`src/rtl/cpu_control_unit_if.sv`:
```
// Control-unit side of the CPU datapath: IR in, register strobes / bus select / ALU op / memory strobes out.
// master = control unit, slave = datapath.
interface cpu_control_unit_if;
    logic [7:0] ir;
    logic       loadIR, incIR, clrIR;
    logic       loadDR, incDR, clrDR;
    logic       loadPC, incPC, clrPC;
    logic       loadAR, incAR, clrAR;
    logic       loadAC, incAC, clrAC;
    logic [2:0] busSEL;
    logic [2:0] aluOpcode;
    logic       read;
    logic       write;
    logic [2:0] sc;
    logic [7:0] t;
    logic [7:0] d;
    logic       halted;

    modport master (
        input  ir,
        output loadIR, incIR, clrIR, loadDR, incDR, clrDR, loadPC, incPC, clrPC,
        output loadAR, incAR, clrAR, loadAC, incAC, clrAC,
        output busSEL, aluOpcode, read, write, sc, t, d, halted
    );

    modport slave (
        output ir,
        input  loadIR, incIR, clrIR, loadDR, incDR, clrDR, loadPC, incPC, clrPC,
        input  loadAR, incAR, clrAR, loadAC, incAC, clrAC,
        input  busSEL, aluOpcode, read, write, sc, t, d, halted
    );
endinterface

```
`src/rtl/cpu_control_unit.sv`:
```
// Hardwired fetch/indirect/execute sequencer for the 8-bit accumulator CPU; strobes are combinational
// from (sc, ir, halted); 6 cycles for ADD/XNOR/LOAD, 5 for the rest; no backpressure, memory is single-cycle.
module cpu_control_unit #(
    parameter int OPW = 3,
    parameter int SCW = 3
) (
    input  logic          clk,
    input  logic          clr,
    cpu_control_unit_if.master cif
);
    typedef enum logic [SCW-1:0] {T0, T1, T2, T3, T4, T5, T6, T7} tstate_e;
    typedef enum logic [2:0] {
        BUS_NONE, BUS_AR, BUS_PC, BUS_DR, BUS_AC, BUS_IR, BUS_MEM
    } bus_e;

    localparam logic [OPW-1:0] OP_ADD   = 3'd0;
    localparam logic [OPW-1:0] OP_ASHL  = 3'd1;
    localparam logic [OPW-1:0] OP_XNOR  = 3'd2;
    localparam logic [OPW-1:0] OP_DIV2  = 3'd3;
    localparam logic [OPW-1:0] OP_LOAD  = 3'd4;
    localparam logic [OPW-1:0] OP_STORE = 3'd5;
    localparam logic [OPW-1:0] OP_COMP  = 3'd6;

    tstate_e        sc_q, sc_d;
    logic           halted_q, halted_d;
    logic [OPW-1:0] opcode;
    logic           ind;
    logic           ld_op, mem_op, unary_op;
    logic           load_ir, inc_pc, load_dr, load_ar, load_ac, rd, wr;
    bus_e           bus_sel;
    logic [2:0]     alu;

    assign opcode   = cif.ir[6:4];
    assign ind      = cif.ir[7];
    assign ld_op    = (opcode == OP_ADD) || (opcode == OP_XNOR) || (opcode == OP_LOAD);
    assign mem_op   = ld_op || (opcode == OP_STORE);
    assign unary_op = (opcode == OP_ASHL) || (opcode == OP_DIV2) || (opcode == OP_COMP);

    always_comb begin
        sc_d     = sc_q;
        halted_d = halted_q;
        load_ir  = 1'b0;
        inc_pc   = 1'b0;
        load_dr  = 1'b0;
        load_ar  = 1'b0;
        load_ac  = 1'b0;
        rd       = 1'b0;
        wr       = 1'b0;
        bus_sel  = BUS_NONE;
        alu      = 3'd0;
        if (halted_q) begin
            sc_d = T0;
        end else begin
            case (sc_q)
                T0: begin
                    bus_sel = BUS_PC;
                    load_ar = 1'b1;
                    sc_d    = T1;
                end
                T1: begin
                    rd      = 1'b1;
                    bus_sel = BUS_MEM;
                    load_ir = 1'b1;
                    inc_pc  = 1'b1;
                    sc_d    = T2;
                end
                T2: begin
                    bus_sel = BUS_IR;
                    load_ar = 1'b1;
                    sc_d    = T3;
                end
                T3: begin
                    // Non-indirect and unary instructions still spend this cycle so timing stays uniform.
                    if (ind && mem_op) begin
                        rd      = 1'b1;
                        bus_sel = BUS_MEM;
                        load_ar = 1'b1;
                    end
                    sc_d = T4;
                end
                T4: begin
                    sc_d = T0;
                    if (ld_op) begin
                        rd      = 1'b1;
                        bus_sel = BUS_MEM;
                        load_dr = 1'b1;
                        sc_d    = T5;
                    end else if (opcode == OP_STORE) begin
                        bus_sel = BUS_AC;
                        wr      = 1'b1;
                    end else if (unary_op) begin
                        alu     = opcode;
                        load_ac = 1'b1;
                    end else begin
                        halted_d = 1'b1;
                    end
                end
                T5: begin
                    sc_d = T0;
                    if (ld_op) begin
                        bus_sel = BUS_DR;
                        alu     = opcode;
                        load_ac = 1'b1;
                    end
                end
                default: sc_d = T0;
            endcase
        end
    end

    always_ff @(posedge clk or posedge clr) begin
        if (clr) begin
            sc_q     <= T0;
            halted_q <= 1'b0;
        end else begin
            sc_q     <= sc_d;
            halted_q <= halted_d;
        end
    end

    // Strobes are masked during reset; the register clears are driven straight from clr.
    assign cif.loadIR    = load_ir & ~clr;
    assign cif.incIR     = 1'b0;
    assign cif.clrIR     = clr;
    assign cif.loadDR    = load_dr & ~clr;
    assign cif.incDR     = 1'b0;
    assign cif.clrDR     = clr;
    assign cif.loadPC    = 1'b0;
    assign cif.incPC     = inc_pc & ~clr;
    assign cif.clrPC     = clr;
    assign cif.loadAR    = load_ar & ~clr;
    assign cif.incAR     = 1'b0;
    assign cif.clrAR     = clr;
    assign cif.loadAC    = load_ac & ~clr;
    assign cif.incAC     = 1'b0;
    assign cif.clrAC     = clr;
    assign cif.busSEL    = clr ? 3'd0 : bus_sel;
    assign cif.aluOpcode = clr ? 3'd0 : alu;
    assign cif.read      = rd & ~clr;
    assign cif.write     = wr & ~clr;
    assign cif.sc        = sc_q;
    assign cif.t         = 8'b1 << sc_q;
    assign cif.d         = 8'b1 << opcode;
    assign cif.halted    = halted_q;
endmodule
```
`src/flat_wrapper.sv`:
```
// flat-port wrapper written by rule: the top's interface ports become plain ports
module cpu_control_unit_flat 
#(
    parameter int OPW = 3,
    parameter int SCW = 3
)
  (clk, clr, cif_ir, cif_loadIR, cif_incIR, cif_clrIR, cif_loadDR, cif_incDR, cif_clrDR, cif_loadPC, cif_incPC, cif_clrPC, cif_loadAR, cif_incAR, cif_clrAR, cif_loadAC, cif_incAC, cif_clrAC, cif_busSEL, cif_aluOpcode, cif_read, cif_write, cif_sc, cif_t, cif_d, cif_halted);
  cpu_control_unit_if cif_i ();
  input  logic clk;
  input  logic clr;
  input wire logic [$bits(cif_i.ir)-1:0] cif_ir;
  output wire logic [$bits(cif_i.loadIR)-1:0] cif_loadIR;
  output wire logic [$bits(cif_i.incIR)-1:0] cif_incIR;
  output wire logic [$bits(cif_i.clrIR)-1:0] cif_clrIR;
  output wire logic [$bits(cif_i.loadDR)-1:0] cif_loadDR;
  output wire logic [$bits(cif_i.incDR)-1:0] cif_incDR;
  output wire logic [$bits(cif_i.clrDR)-1:0] cif_clrDR;
  output wire logic [$bits(cif_i.loadPC)-1:0] cif_loadPC;
  output wire logic [$bits(cif_i.incPC)-1:0] cif_incPC;
  output wire logic [$bits(cif_i.clrPC)-1:0] cif_clrPC;
  output wire logic [$bits(cif_i.loadAR)-1:0] cif_loadAR;
  output wire logic [$bits(cif_i.incAR)-1:0] cif_incAR;
  output wire logic [$bits(cif_i.clrAR)-1:0] cif_clrAR;
  output wire logic [$bits(cif_i.loadAC)-1:0] cif_loadAC;
  output wire logic [$bits(cif_i.incAC)-1:0] cif_incAC;
  output wire logic [$bits(cif_i.clrAC)-1:0] cif_clrAC;
  output wire logic [$bits(cif_i.busSEL)-1:0] cif_busSEL;
  output wire logic [$bits(cif_i.aluOpcode)-1:0] cif_aluOpcode;
  output wire logic [$bits(cif_i.read)-1:0] cif_read;
  output wire logic [$bits(cif_i.write)-1:0] cif_write;
  output wire logic [$bits(cif_i.sc)-1:0] cif_sc;
  output wire logic [$bits(cif_i.t)-1:0] cif_t;
  output wire logic [$bits(cif_i.d)-1:0] cif_d;
  output wire logic [$bits(cif_i.halted)-1:0] cif_halted;
  assign cif_i.ir = cif_ir;
  assign cif_loadIR = cif_i.loadIR;
  assign cif_incIR = cif_i.incIR;
  assign cif_clrIR = cif_i.clrIR;
  assign cif_loadDR = cif_i.loadDR;
  assign cif_incDR = cif_i.incDR;
  assign cif_clrDR = cif_i.clrDR;
  assign cif_loadPC = cif_i.loadPC;
  assign cif_incPC = cif_i.incPC;
  assign cif_clrPC = cif_i.clrPC;
  assign cif_loadAR = cif_i.loadAR;
  assign cif_incAR = cif_i.incAR;
  assign cif_clrAR = cif_i.clrAR;
  assign cif_loadAC = cif_i.loadAC;
  assign cif_incAC = cif_i.incAC;
  assign cif_clrAC = cif_i.clrAC;
  assign cif_busSEL = cif_i.busSEL;
  assign cif_aluOpcode = cif_i.aluOpcode;
  assign cif_read = cif_i.read;
  assign cif_write = cif_i.write;
  assign cif_sc = cif_i.sc;
  assign cif_t = cif_i.t;
  assign cif_d = cif_i.d;
  assign cif_halted = cif_i.halted;
  cpu_control_unit #(.OPW(OPW), .SCW(SCW)) u_core (.clk(clk), .clr(clr), .cif(cif_i));
endmodule
```
`config.mk`:
```
export PLATFORM = sky130hd
export DESIGN_NAME = cpu_control_unit_flat
export DESIGN_NICKNAME = d
export VERILOG_FILES = /design/src/rtl/cpu_control_unit_if.sv /design/src/rtl/cpu_control_unit.sv /design/src/flat_wrapper.sv
export SDC_FILE = /design/constraint.sdc
export NUM_CORES = 1
export LEC_CHECK = 0
export ABC_CLOCK_PERIOD_IN_PS = 3500
export CAP_MARGIN = 20
export CORE_UTILIZATION = 34
export DETAILED_ROUTE_END_ITERATION = 10
export PLACE_DENSITY = 0.84
export SLEW_MARGIN = 30
export SYNTH_ARGS = -nofsm -noshare
export SYNTH_HDL_FRONTEND = slang
export SYNTH_SLANG_ARGS = --single-unit
```
`constraint.sdc`:
```
create_clock -name clk -period 3.5 [get_ports clk]
set_input_delay 0.7 -clock clk [delete_from_list [all_inputs] [get_ports clk]]
set_output_delay 0.7 -clock clk [all_outputs]
set_load 0.02 [all_outputs]
```
==> flow_summary.toml <==
[synth]
avgSynthCellArea_um2 = 7.08
synth_adder_area_share = 0
synth_compound_area_frac = 0.163
ys.flop_type = "dfrtp_1"
synth_top_area_cell = "dfrtp_1"
synth_area_leaders = "dfrtp_1 (16%), buf_4 (13%), nor2_1 (6.4%)"
synth-simple-area-share = 0.371
synth-edff-count = 0
synthCells = 91
synth_sequential_area_ratio = 0.155
yosysTopAreaCellShare = 0.155
synthTopCellsByCount = "buf_4 (11), nor2_1 (11), nand2_1 (7)"
ys_ff_latch = 4
synth_mux_area_frac = 0.0214
synth_top_family_by_area = "simple AND/OR/NAND/NOR gates"
async_flop_share = 1.00
yosysUniqueCellTypes = 34
yosys_warnings = 0
synth_xor_area_frac = 0.0544
syn_area_um2 = 644

[layout]
final_nets = 137
drive_above_1_share = 0.0960
layout.cells.non_filler = 150
area_delta_synth_final_pct = 61.6
n_antenna_cell = 0

[worst_setup_path]
arrival_ns = 2.54
startpoint = "cif_ir[6]"
end_kind = "output port"
cp.required_ns = 2.80
crit_path_top_delay_cell = "clkdlybuf4s50_1"
worst_path_most_repeated_cell = "clkdlybuf4s50_1"
worst-path-max-fanout = 4
critPathTopFamily = "buffers and inverters"
critPathBufInv = 2
max_stage_delay_ns = 0.64
critPathKind = "primary input to output port"
cp_cell_sequence = "clkdlybuf4s50_1 > mux2i_2 > nand3_1 > a211oi_1 > clkdlybuf4s50_1"
start_kind = "primary input"
r2r-start = "u_core.cif.sc[0]"

[sta]
whs_ns = 0.533
setup_viol = 0
period_share = 0.925
setup_slack_ns = 0.261
rsz0062_at_grt = "false"
max_freq_ghz = 0.309
skew_ns = 0.00933
worst_pin_slew_ns = 0.641
fin_crit_ns = 3.24
setup_tns_ns = 0
slew_headroom = 0.573
finalHoldViolations = 0
report.final.slew_viol_count = 0

[min_path]
hp-class = "flip-flop to flip-flop"
hold_start = "u_core.cif.halted"

[floorplanning]
row_count = 15
die_w_um = 45.5
dieArea_mm2 = 0.00207
io_pins = 53
die_y_um = 45.5
start_util = 0.369
core-area_mm2 = 0.00175

[route]
first_iter_violations = 12
wl_per_cell_um = 11.5
drc = 0
viasPerCell = 4.91
drt_pre_antenna_iters = 4
wl_um = 1730
vias = 737
postRouteAntennaNets = 0

[cts]
cts_tree = "done"
postCtsHoldBufs = 0
clockBufferDepth = 2
cts_buffers = 3
numClockSinks = 4
worstSkewPairLatency_ns = 0.25
cts.repair.resized = 0
clkSlewWorstSetupHoldPaths_ns = 0.04
cts_root_buf = "clkbuf_4"
postCtsSetupBuffers = 0
cts_max_level = 1

[global_routing]
grt_max_degree = 20
grt_pass1_vias = 587
grt.total_usage = 0.171
grt_antenna_before_repair = 0
grt_pass1_wl_um = 2560
grt-ovfl-total = 0

[power]
power_uw = 656
irDropWorstVdd_v = 0.000439
p_leak_nw = 0.442
p_per_area_mw_per_mm2 = 630

[placement]
dpl.cell_count = 147
port_buffers = 43
post-dp-hpwl_um = 1310
gp_congestion = 0.800
dpl_worst_slack_ns = 0.276

[job]
drv_cap = 0

[outcome]
status = "complete, no violations"
==> stage by stage <==
step,area [um^2],util
after detailed placement,1020,0.584
final,1040,0.596
after floorplan,659,-
after global placement,1020,0.584
after global routing,1040,0.596
after CTS,1040,0.596
==> layout make-up <==
| cell class | count | area, um^2 |
|---|---|---|
| timing repair buffer | 47 | 460 |
| multi-input combinational | 67 | 412 |
| inverter | 4 | 15.0 |
| sequential | 4 | 100 |
| clock buffer | 3 | 22.5 |
| fill | 147 | 704 |
| tap | 25 | 31.3 |
==> layer usage <==
layer  GRT usage  wire, um  share of wire
met5           0         0              0
met4       0.109        47          0.027
met3      0.0437       104          0.060
met2       0.277       827           0.48
met1       0.199       751           0.43
==> path summary, 6_finish.rpt <==
path / end / slack (ns) / cells past startpoint
max in group asynchronous: u_core.cif.halted / 2.54 / 3
max: cif_loadAR / 0.26 / 5
min: u_core.cif.sc[0] / 0.53 / 1
max reg2reg: u_core.cif.sc[2] / 2.06 / 3
min reg2reg: u_core.cif.sc[0] / 0.53 / 1
min in group asynchronous: u_core.cif.sc[0] / 0.80 / 3
==> report_power, final <==
| group | internal [mW] | leakage, nW | switching [mW] | total (mW) |
|---|---|---|---|---|
| Combinational | 0.223 | 0.377 | 0.224 | 0.447 |
| Clock | 0.0387 | 0.0138 | 0.0237 | 0.0623 |
| Sequential | 0.0660 | 0.0511 | 0.0805 | 0.147 |
| Total | 0.328 | 0.442 | 0.328 | 0.656 |
==> state kept, by name, summed over array words and instances, names as in the netlist <==
| signal | count |
|---|---|
| u_core.cif.halted | 1 |
| u_core.cif.sc | 3 |
==> cells in the final DEF, fill, tap and decap left out, types with 3 or more instances in the layout <==
cell	instances
nand2_1	7
buf_4	4
dfrtp_1	4
a21oi_1	6
clkbuf_4	3
inv_1	4
conb_1	5
and3_1	4
clkdlybuf4s50_1	43
nor2_1	11
nor3_1	5
==> cell families after synthesis <==
kind of cell,count (synthesis)
AO/OA/AOI/OAI,16
XOR/XNOR,4
buffers and inverters,24
flip-flops,4
multiplexers,1
other,1
AND/OR/NAND/NOR,41
No activity file was read; power rests on OpenSTA's default activity.
